<file path="src/rtl/word_serializer.sv">
// word_serializer: parallel-to-serial front end, MSB first, one bit per CLK.
// Accepts a WIDTH-bit word on a valid/ready handshake and marks the first and
// last bit of each word with seqStart/lastBit.
// Optional build macro SER_SKID_EN adds a one-word holding register so that
// back-to-back words stream with no idle cycle between them.
module word_serializer #(
  parameter int WIDTH = 8
) (
  input  logic             CLK,
  input  logic             RESET,
  input  logic [WIDTH-1:0] wordIn,
  input  logic             wordValid,
  output logic             wordReady,
  output logic             nextBit,
  output logic             bitValid,
  output logic             seqStart,
  output logic             lastBit,
  output logic             busy
);

  localparam int CW = $clog2(WIDTH + 1);

  typedef enum logic {
    IDLE  = 1'b0,
    SHIFT = 1'b1
  } state_t;

  state_t           state, state_d;
  logic [WIDTH-1:0] shreg, shreg_d;
  logic [CW-1:0]    cnt, cnt_d;
  logic             accept;
  logic             lastcyc;
  logic             nextbit_d, bitvalid_d, seqstart_d, lastbit_d, busy_d;

`ifdef SER_SKID_EN
  logic [WIDTH-1:0] skid, skid_d;
  logic             skidfull, skidfull_d;

  // With the holding register a word can be taken whenever it is empty.
  assign wordReady = !skidfull;
`else
  // Without the holding register a word can only be taken while idle.
  assign wordReady = (state == IDLE);
`endif

  // Next-state, shift/count update and the next values of the output flops.
  always_comb begin
    state_d    = state;
    shreg_d    = shreg;
    cnt_d      = cnt;
    accept     = wordValid && wordReady;
    lastcyc    = (state == SHIFT) && (cnt == CW'(1));
`ifdef SER_SKID_EN
    skid_d     = skid;
    skidfull_d = skidfull;
`endif
    case (state)
      IDLE: begin
        if (accept) begin
          shreg_d = wordIn;
          cnt_d   = CW'(WIDTH);
          state_d = SHIFT;
        end
      end
      SHIFT: begin
        shreg_d = shreg << 1;
        cnt_d   = cnt - CW'(1);
        if (lastcyc) begin
`ifdef SER_SKID_EN
          // Chain the held word (or one arriving right now) straight into
          // the shifter so its MSB follows the current LSB with no gap.
          if (skidfull) begin
            shreg_d    = skid;
            cnt_d      = CW'(WIDTH);
            skidfull_d = accept;
            if (accept) begin
              skid_d = wordIn;
            end
          end else if (accept) begin
            shreg_d = wordIn;
            cnt_d   = CW'(WIDTH);
          end else begin
            state_d = IDLE;
          end
`else
          state_d = IDLE;
`endif
        end
`ifdef SER_SKID_EN
        else if (accept) begin
          skid_d     = wordIn;
          skidfull_d = 1'b1;
        end
`endif
      end
      default: state_d = IDLE;
    endcase

    nextbit_d  = shreg_d[WIDTH-1];
    bitvalid_d = (state_d == SHIFT);
    seqstart_d = (state_d == SHIFT) && (cnt_d == CW'(WIDTH));
    lastbit_d  = (state_d == SHIFT) && (cnt_d == CW'(1));
`ifdef SER_SKID_EN
    busy_d     = (state_d == SHIFT) || skidfull_d;
`else
    busy_d     = (state_d == SHIFT);
`endif
  end

  // State, datapath and registered outputs; reset aborts any word in flight.
  always_ff @(posedge CLK) begin
    if (RESET) begin
      state    <= IDLE;
      shreg    <= '0;
      cnt      <= '0;
      nextBit  <= 1'b0;
      bitValid <= 1'b0;
      seqStart <= 1'b0;
      lastBit  <= 1'b0;
      busy     <= 1'b0;
    end else begin
      state    <= state_d;
      shreg    <= shreg_d;
      cnt      <= cnt_d;
      nextBit  <= nextbit_d;
      bitValid <= bitvalid_d;
      seqStart <= seqstart_d;
      lastBit  <= lastbit_d;
      busy     <= busy_d;
    end
  end

`ifdef SER_SKID_EN
  // Holding register for a word accepted while another is being shifted.
  always_ff @(posedge CLK) begin
    if (RESET) begin
      skid     <= '0;
      skidfull <= 1'b0;
    end else begin
      skid     <= skid_d;
      skidfull <= skidfull_d;
    end
  end
`endif

endmodule

</file>
<file path="config.mk">
export PLATFORM = sky130hd
export DESIGN_NAME = word_serializer
export DESIGN_NICKNAME = d
export VERILOG_FILES = /design/src/rtl/word_serializer.sv
export SDC_FILE = /design/constraint.sdc
export NUM_CORES = 1
export LEC_CHECK = 0
export BUFFER_PORTS_ARGS = -buffer_cell sky130_fd_sc_hd__buf_2
export CAP_MARGIN = 20
export CORE_MARGIN = 5
export CORE_UTILIZATION = 40
export CTS_BUF_LIST = sky130_fd_sc_hd__clkbuf_4 sky130_fd_sc_hd__clkbuf_8
export DETAILED_ROUTE_END_ITERATION = 10
export SYNTH_ARGS = -nofsm -noshare
export SYNTH_HDL_FRONTEND = slang
export SYNTH_SLANG_ARGS = --single-unit
export TNS_END_PERCENT = 30
</file>
<file path="constraint.sdc">
create_clock -name CLK -period 3.4 [get_ports CLK]
set_input_delay 0.34 -clock CLK [delete_from_list [all_inputs] [get_ports CLK]]
set_output_delay 0.34 -clock CLK [all_outputs]
set_load 0.02 [all_outputs]
</file>
# == Word level (Yosys, flattened, before mapping) ==
# Index checks and enable logic that the tools add are counted.
# totals
reg_bits,15
output_inout_bits,6
elab_cells,23
# op_classes
addsub,1
n_eq_ne,4
mux,7
bitwise_logic,1
reduce_logical,4
# op_table
cell,n
$pmux 8 s2,1
$eq 4x1->1 const B,2
$mux 8,1
$pmux 4 s2,1
$eq 4x4->1 const B,1
$logic_and 1x1->1,4
$mux 4,1
$sub 4x1->4 const B,1
$mux 1,2
$ne 2x1->1 const B,1
$pmux 1 s2,1
$not 1->1,1

# == Longest topological paths before layout ==
# Gate-level depths: netlist of the first run.
# depth
word_depth,6
ltp_mapped,5
mapped_depth_nobuf,5

# == Least setup slack after synthesis of the first run ==
# No wires, ideal clock.
# synth_path
kind,reg-to-reg
from,register cnt[0]
to,register seqStart
setup_ns,0.087
arrival_ns,1.317
required_time_ns,3.313
setup_slack_ns,1.996
path_stages_with_launch,4
period_less_slack_ns,1.404
path_cell_list,dfxtp_1 > or4_1 > a31o_1 > nor4b_2
# synth_via
elab_chain_len,5
# synth_rtl
element,line,text
start: declaration,30,"logic [CW-1:0] cnt, cnt_d;"
start signal: assignment,124,cnt <= cnt_d;
"parallel branches: the longest is 4 deep, another holds $sub 4x1->4",n/a,
$logic_and 1x1->1 (*),101,seqstart_d = (state_d == SHIFT) && (cnt_d == CW'(WIDTH));
end signal: assignment,127,seqStart <= seqstart_d;
end: declaration,16,"output logic seqStart,"
# Every way passes the cells marked *.
# A chain may end at the register's enable or synchronous reset.

# == Final worst setup path of the first run ==
# layout_path
from,register state
to,output wordReady
# layout_via
elab_chain_len,1
# layout_rtl
element,line,text
start: declaration,28,"state_t state, state_d;"
start signal: assignment,122,state <= state_d;
$not 1->1,n/a,
end: declaration,13,"output logic wordReady,"
# No other way between the ends.

==> flow_summary.toml, run 1 <==
[synthesis]
synth_edf_count = 0
synthesis.nets = 87
netlist_top_cells_area = "dfxtp_1 (44%), mux2_2 (12%), nand2_1 (7.8%)"
seq_area_frac_synth_pct = 44.4
post_synthesis_cell_area_um2 = 677
flip_flop_cell_with_the_highest_count_after_synthesis = "dfxtp_1"
synth_cells = 74
ys_top_cells_by_count = "dfxtp_1 (15), nand2_1 (14), a21oi_1 (8)"
netlist-cell-type-count = 21
synth-async-reset-ratio_pct = 0
synth.ff_latch_count = 15
synth_top_area_cell = "dfxtp_1"
synth_most_common_cell = "dfxtp_1"
synth_area_per_inst_um2 = 9.15
synth_warnings = 0
yosys.area.top_type_share_pct = 44.4

[pwr]
power.internal_mw = 0.274
sw_frac_of_total_pct = 26.4
netSwitchingPower_mw = 0.0981
power.density_mw_per_mm2 = 475
power_frac_clock_pct = 28.9
p_leak_nw = 0.347
peakVddDrop_v = 0.000229
sequentialPowerShare_pct = 53.5
logic_pwr_share_pct = 17.6

[cts]
htree_num_levels = 1
tritoncts_num_sinks = 15
cts_max_path_buffers = 2
clk-insertion-delay-late_ps = 280
cts_hold_buf = 0
clock_slew_at_reported_path_ffs_ps = 80
cts_tree = "yes"
cts_setup_buffers = 0
cts_root_buf = "clkbuf_4"
cts-buffers-inserted = 3
post_cts.resized_instances = 0

[timing]
final-setup-viol-count = 0
slew_headroom_pct = 67.6
skew_ps = 1.14
timing.final.crit_share_pct = 52.8
hold_ws_ps = 359
fin_crit_ps = 1800
final_hold_viol_count = 0
worstMarginPinSlew_ps = 485
setup-tns-final_ps = 0
unrepaired_setup_endpoints_after_global_routing = "false"
slew_violations = 0
maxClockFrequency_mhz = 557

[routing]
drt_pre_antenna_iters = 4
avgRoutedWirePerCell_um = 11.6
routed_wl_um = 1220
drt_drc_violations_left = 0
final_antenna_net_count = 0
iteration_0_drc_markers = 8
via_per_inst = 5.16
num_vias = 542

[grt]
grt_start_max_net_pins = 17
grt_antenna_before_repair = 0
globalRoute.busiestLayer = "met2"
gr-usage-all-layers_pct = 10.4
gr-usage-met3_pct = 3.78
globalRouteMet2Util_pct = 16.1
grt_first_pass_wirelength_um = 2010
grt_pass1_vias = 469
grt-ovfl-total = 0
use_met1_pct = 12.2

[floorplan]
rows = 14
die_area_mm2 = 0.00261
die_width_um = 51.1
start_util_pct = 43.4
core_area_mm2 = 0.00156
floorplan.die.height_um = 51.1
boundaryPins = 17

[critical_path]
critPathCapture = "wordReady"
crit-reg2reg-launch = "state$_SDFF_PP0_"
timing.critical_path.cells = "inv_1 -> buf_2"
worst_setup_sp_type = "flop"
required_ps = 3060
crit_path_max_incr_delay_ps = 630
reg2reg_end = "lastBit$_SDFF_PP0_"
worst-r2r-setup-slack_ps = 1820
timing.setup.critical_path_class = "flop to output pin"
startpoint = "state$_SDFF_PP0_"
critical_path_peak_fanout = 16
worst_ep_arrival_time_ps = 1460
cpMaxStageDelayCell = "dfxtp_1"
timing.reg2reg.worst_path_depth = 3
worstSetupEndpointType = "output pin"

[place]
post_dp_hpwl_um = 864
port_buffers = 16
place_area_um2 = 753
final_wtd_congestion = 0.760

[final_layout]
net_count_of_the_finished_layout = 103
layout_area_overhead_pct = 15.7
drive_above_1_share_pct = 32.6
final_area_um2 = 783
utilization_pct = 50.2
num_antenna_cells = 0

[run_status]
status = "completed"

[min_path]
hold_path.class = "input pin to flop"

[flow_run]
maxCapViolCount = 0
==> metal layers <==
layer,up-vias,routed length (um)
li1,285,-
met2,12,548
met3,2,52
met1,243,607
met5,-,0
met4,0,10
==> final cells by class <==
cell class,count,area [um^2]
inverters,4,15.0
fillers,151,776
clock buffers,4,30.0
well taps,16,20.0
repair buffers,16,80.1
multi-input cells,50,338
flip-flops and latches,15,300
==> cells in the final DEF, fill, tap and decap left out <==
cell,count
a2bb2oi_1,2
mux2_2,7
nand2_1,14
clkbuf_4,4
buf_2,16
or3_1,1
a21oi_1,8
nor4b_2,1
a31o_1,1
or4_1,1
inv_1,4
nor2_1,5
nor4b_1,1
ha_1,2
and4bb_2,1
dfxtp_1,15
nor3_1,2
o31ai_1,1
mux2i_1,2
xnor2_1,1
==> power groups by stage <==
stage / sequential, mW / clock [mW] / combinational [mW]
after floorplan: 0.203 / 0 / 0.0500
after global placement: 0.203 / 0 / 0.0660
after detailed placement: 0.204 / 0 / 0.0658
after CTS: 0.199 / 0.112 / 0.0662
after global routing: 0.202 / 0.118 / 0.0729
final: 0.199 / 0.108 / 0.0655
==> metrics by stage <==
step,setup slack (ps),power (mW),cells
global route,1450,0.392,105
detailed placement,1820,0.269,101
finish,1600,0.372,105
global placement,1820,0.269,101
floorplan,2000,0.253,74
CTS,1570,0.378,105
==> worst min path at each step <==
stage | cells past startpoint | slack [ps] | to | from
floorplan | 1 | 410 | shreg[1]$_SDFFE_PP0P_ | RESET
global placement | 2 | 440 | shreg[4]$_SDFFE_PP0P_ | shreg[3]$_SDFFE_PP0P_
detailed placement | 2 | 450 | shreg[4]$_SDFFE_PP0P_ | shreg[3]$_SDFFE_PP0P_
CTS | 3 | 360 | shreg[0]$_SDFFE_PP0P_ | wordIn[0]
global route | 2 | 390 | cnt[3]$_SDFF_PP0_ | RESET
finish | 3 | 360 | shreg[0]$_SDFFE_PP0P_ | wordIn[0]
==> worst max-delay path, delay by kind of cell, from the launching register on <==
kind	cells	cell delay [ps]
buffers and inverters	2	550
DFF	1	630
==> kinds of logic (layout without fill, tap and decap cells) <==
family | after synthesis | count (layout) | share of synthesized area [%]
compound gates | 12 | 12 | 10.9
xor+xnor | 1 | 1 | 1.29
fa+ha+maj | 2 | 2 | 3.70
buf+inv | 9 | 24 | 5.73
flops | 15 | 15 | 44.4
mux | 9 | 9 | 14.6
simple gates | 26 | 26 | 19.4
==> registers in the layout (all words and copies together), names as in the netlist <==
| name | count |
|---|---|
| cnt | 4 |
| lastBit | 1 |
| shreg | 8 |
| state | 1 |
| seqStart | 1 |
No activity file was read; power rests on OpenSTA's default activity.
==> inputs of run 2 (changes only) <==
Settings changed: ABC_AREA set to 1.
Clock period 3.4 ns to 1.5 ns, I/O delays scaled along.
==> flow_summary.toml, run 2 <==
[cts]
cts_max_path_buffers = 2
cts_tree = "yes"
cts_hold_buf = 0
cts-buffers-inserted = 3
cts_setup_buffers = 0
clock_slew_at_reported_path_ffs_ps = 80
cts_root_buf = "clkbuf_4"
tritoncts_num_sinks = 15
post_cts.resized_instances = 0
clk-insertion-delay-late_ps = 280
htree_num_levels = 1

[final_layout]
largestRegisters = "shreg: 8 flops, cnt: 4 flops"
layoutNonFillerInstCount = 154
num_antenna_cells = 0
final_area_um2 = 858
net_count_of_the_finished_layout = 143
utilization_pct = 49.7
layout_area_overhead_pct = 17.9
number_of_flip_flops_under_the_largest_register_name = 8
drive_above_1_share_pct = 21.7
most_frequent_cells_in_the_layout = "nand2_1 (47), buf_2 (16), dfxtp_1 (15), inv_1 (14), nor2_1 (9)"
most_frequent_standard_cell_in_the_layout_excluding_fill_and_tap_cells = "nand2_1"
max_flop_register = "shreg"

[critical_path]
worst_ep_arrival_time_ps = 1150
timing.reg2reg.worst_path_depth = 8
family_of_cells_with_the_greatest_summed_delay_on_the_critical_path = "flip-flops"
cpMaxStageDelayCell = "dfxtp_1"
timing.critical_path.cells = "buf_4 -> buf_2"
worstSetupEndpointType = "output pin"
crit_path_max_incr_delay_ps = 480
timing.setup.critical_path_class = "flop to output pin"
timing.critical_path.depth = 2
required_ps = 1350
critical_path_peak_fanout = 9
worst_setup_sp_type = "flop"
cp.buffers_inverters = 2

[routing]
avgRoutedWirePerCell_um = 9.14
num_vias = 678
drt_drc_violations_left = 0
via_per_inst = 4.40
iteration_0_drc_markers = 7
final_antenna_net_count = 0
routed_wl_um = 1410
drt_pre_antenna_iters = 4

[timing]
setup-tns-final_ps = 0
slew_headroom_pct = 81.5
final_critical_path_setup_slack_ps = 199
hold_ws_ps = 118
final-setup-viol-count = 0
slew_violations = 0
skew_ps = 3.88
unrepaired_setup_endpoints_after_global_routing = "false"
fin_crit_ps = 1300
maxClockFrequency_mhz = 769
timing.final.crit_share_pct = 86.7
worstMarginPinSlew_ps = 277
final_hold_viol_count = 0

[synthesis]
synth_top_area_cell = "dfxtp_1"
yosys.area.top_type_share_pct = 41.2
synth_warnings = 0
flip_flop_cell_with_the_highest_count_after_synthesis = "dfxtp_1"
post_synthesis_cell_area_um2 = 728
ys_top_cells_by_count = "nand2_1 (47), dfxtp_1 (15), inv_1 (14)"
netlist-cell-type-count = 15
netlist_top_cells_area = "dfxtp_1 (41%), nand2_1 (24%), inv_1 (7.2%)"
synth_most_common_cell = "nand2_1"
synth.ff_latch_count = 15
seq_area_frac_synth_pct = 41.2
synth_cells = 110
synth_area_per_inst_um2 = 6.62
synth-async-reset-ratio_pct = 0
synthesis.nets = 123
synth_edf_count = 0

[floorplan]
die_width_um = 52.7
boundaryPins = 17
die_area_mm2 = 0.00277
core_area_mm2 = 0.00173
start_util_pct = 42.2
floorplan.die.height_um = 52.7
rows = 15

[pwr]
power.density_mw_per_mm2 = 991
peakVddDrop_v = 0.000635
post_layout_total_power_mw = 0.850
p_leak_nw = 0.472

[place]
final_wtd_congestion = 0.849
port_buffers = 16
preCtsSetupSlack_ps = 257
place_area_um2 = 828
post_dp_hpwl_um = 1120
place_inst = 150

[grt]
grt_pass1_vias = 631
grt_first_pass_wirelength_um = 2520
grt_start_max_net_pins = 10
gr-usage-all-layers_pct = 12.4
grt_antenna_before_repair = 0
grt-ovfl-total = 0

[flow_run]
maxCapViolCount = 0

[min_path]
hold_path.class = "input pin to flop"
worstHoldPathCells = 3

[run_status]
status = "completed"
## run 2: cells by family after synthesis
group | count (synthesis) | share of synthesized area (%)
AND/OR/NAND/NOR | 68 | 39.0
buffers and inverters | 19 | 11.9
flip-flops | 15 | 41.2
AO/OA/AOI/OAI | 6 | 4.47
adder cells (fa/ha/maj) | 2 | 3.44
## run 2: where the power goes
part           internal, mW  total (mW)  switching (mW)  leakage (nW)
clock network         0.121       0.237           0.116        0.0184
logic                0.0631       0.166           0.103         0.330
registers             0.426       0.447          0.0214         0.123
## run 2: layout make-up
cell class	count	area, um^2
fill	190	868
multi-input combinational	76	342
sequential	15	300
timing repair buffer	18	95.1
inverter	16	60.1
tap	25	31.3
clock buffer	4	30.0
## run 2: path summary, 6_finish.rpt
path | startpoint | to | slack [ps]
min reg2reg | shreg[0]$_SDFFE_PP0P_ | shreg[0]$_SDFFE_PP0P_ | 470
max | state$_SDFF_PP0_ | busy | 200
max reg2reg | cnt[0]$_SDFF_PP0_ | lastBit$_SDFF_PP0_ | 250
min | wordIn[0] | shreg[0]$_SDFFE_PP0P_ | 120
## run 2: routing by layer
layer,track usage (%),wire [um],up-vias
met5,0,0,-
met4,6.38,20,0
met3,3.13,99,2
met2,20.7,687,18
met1,14.6,600,291
li1,-,-,367
## run 2: worst reg2reg max path, cell delays in order, from the launching register on
cell and delay (ps):
dfxtp_1 440, inv_1 70, ha_1 270, inv_1 30
nand2_1 60, nand2_1 70, nor2_1 110, nand2_1 60
nor2_1 80
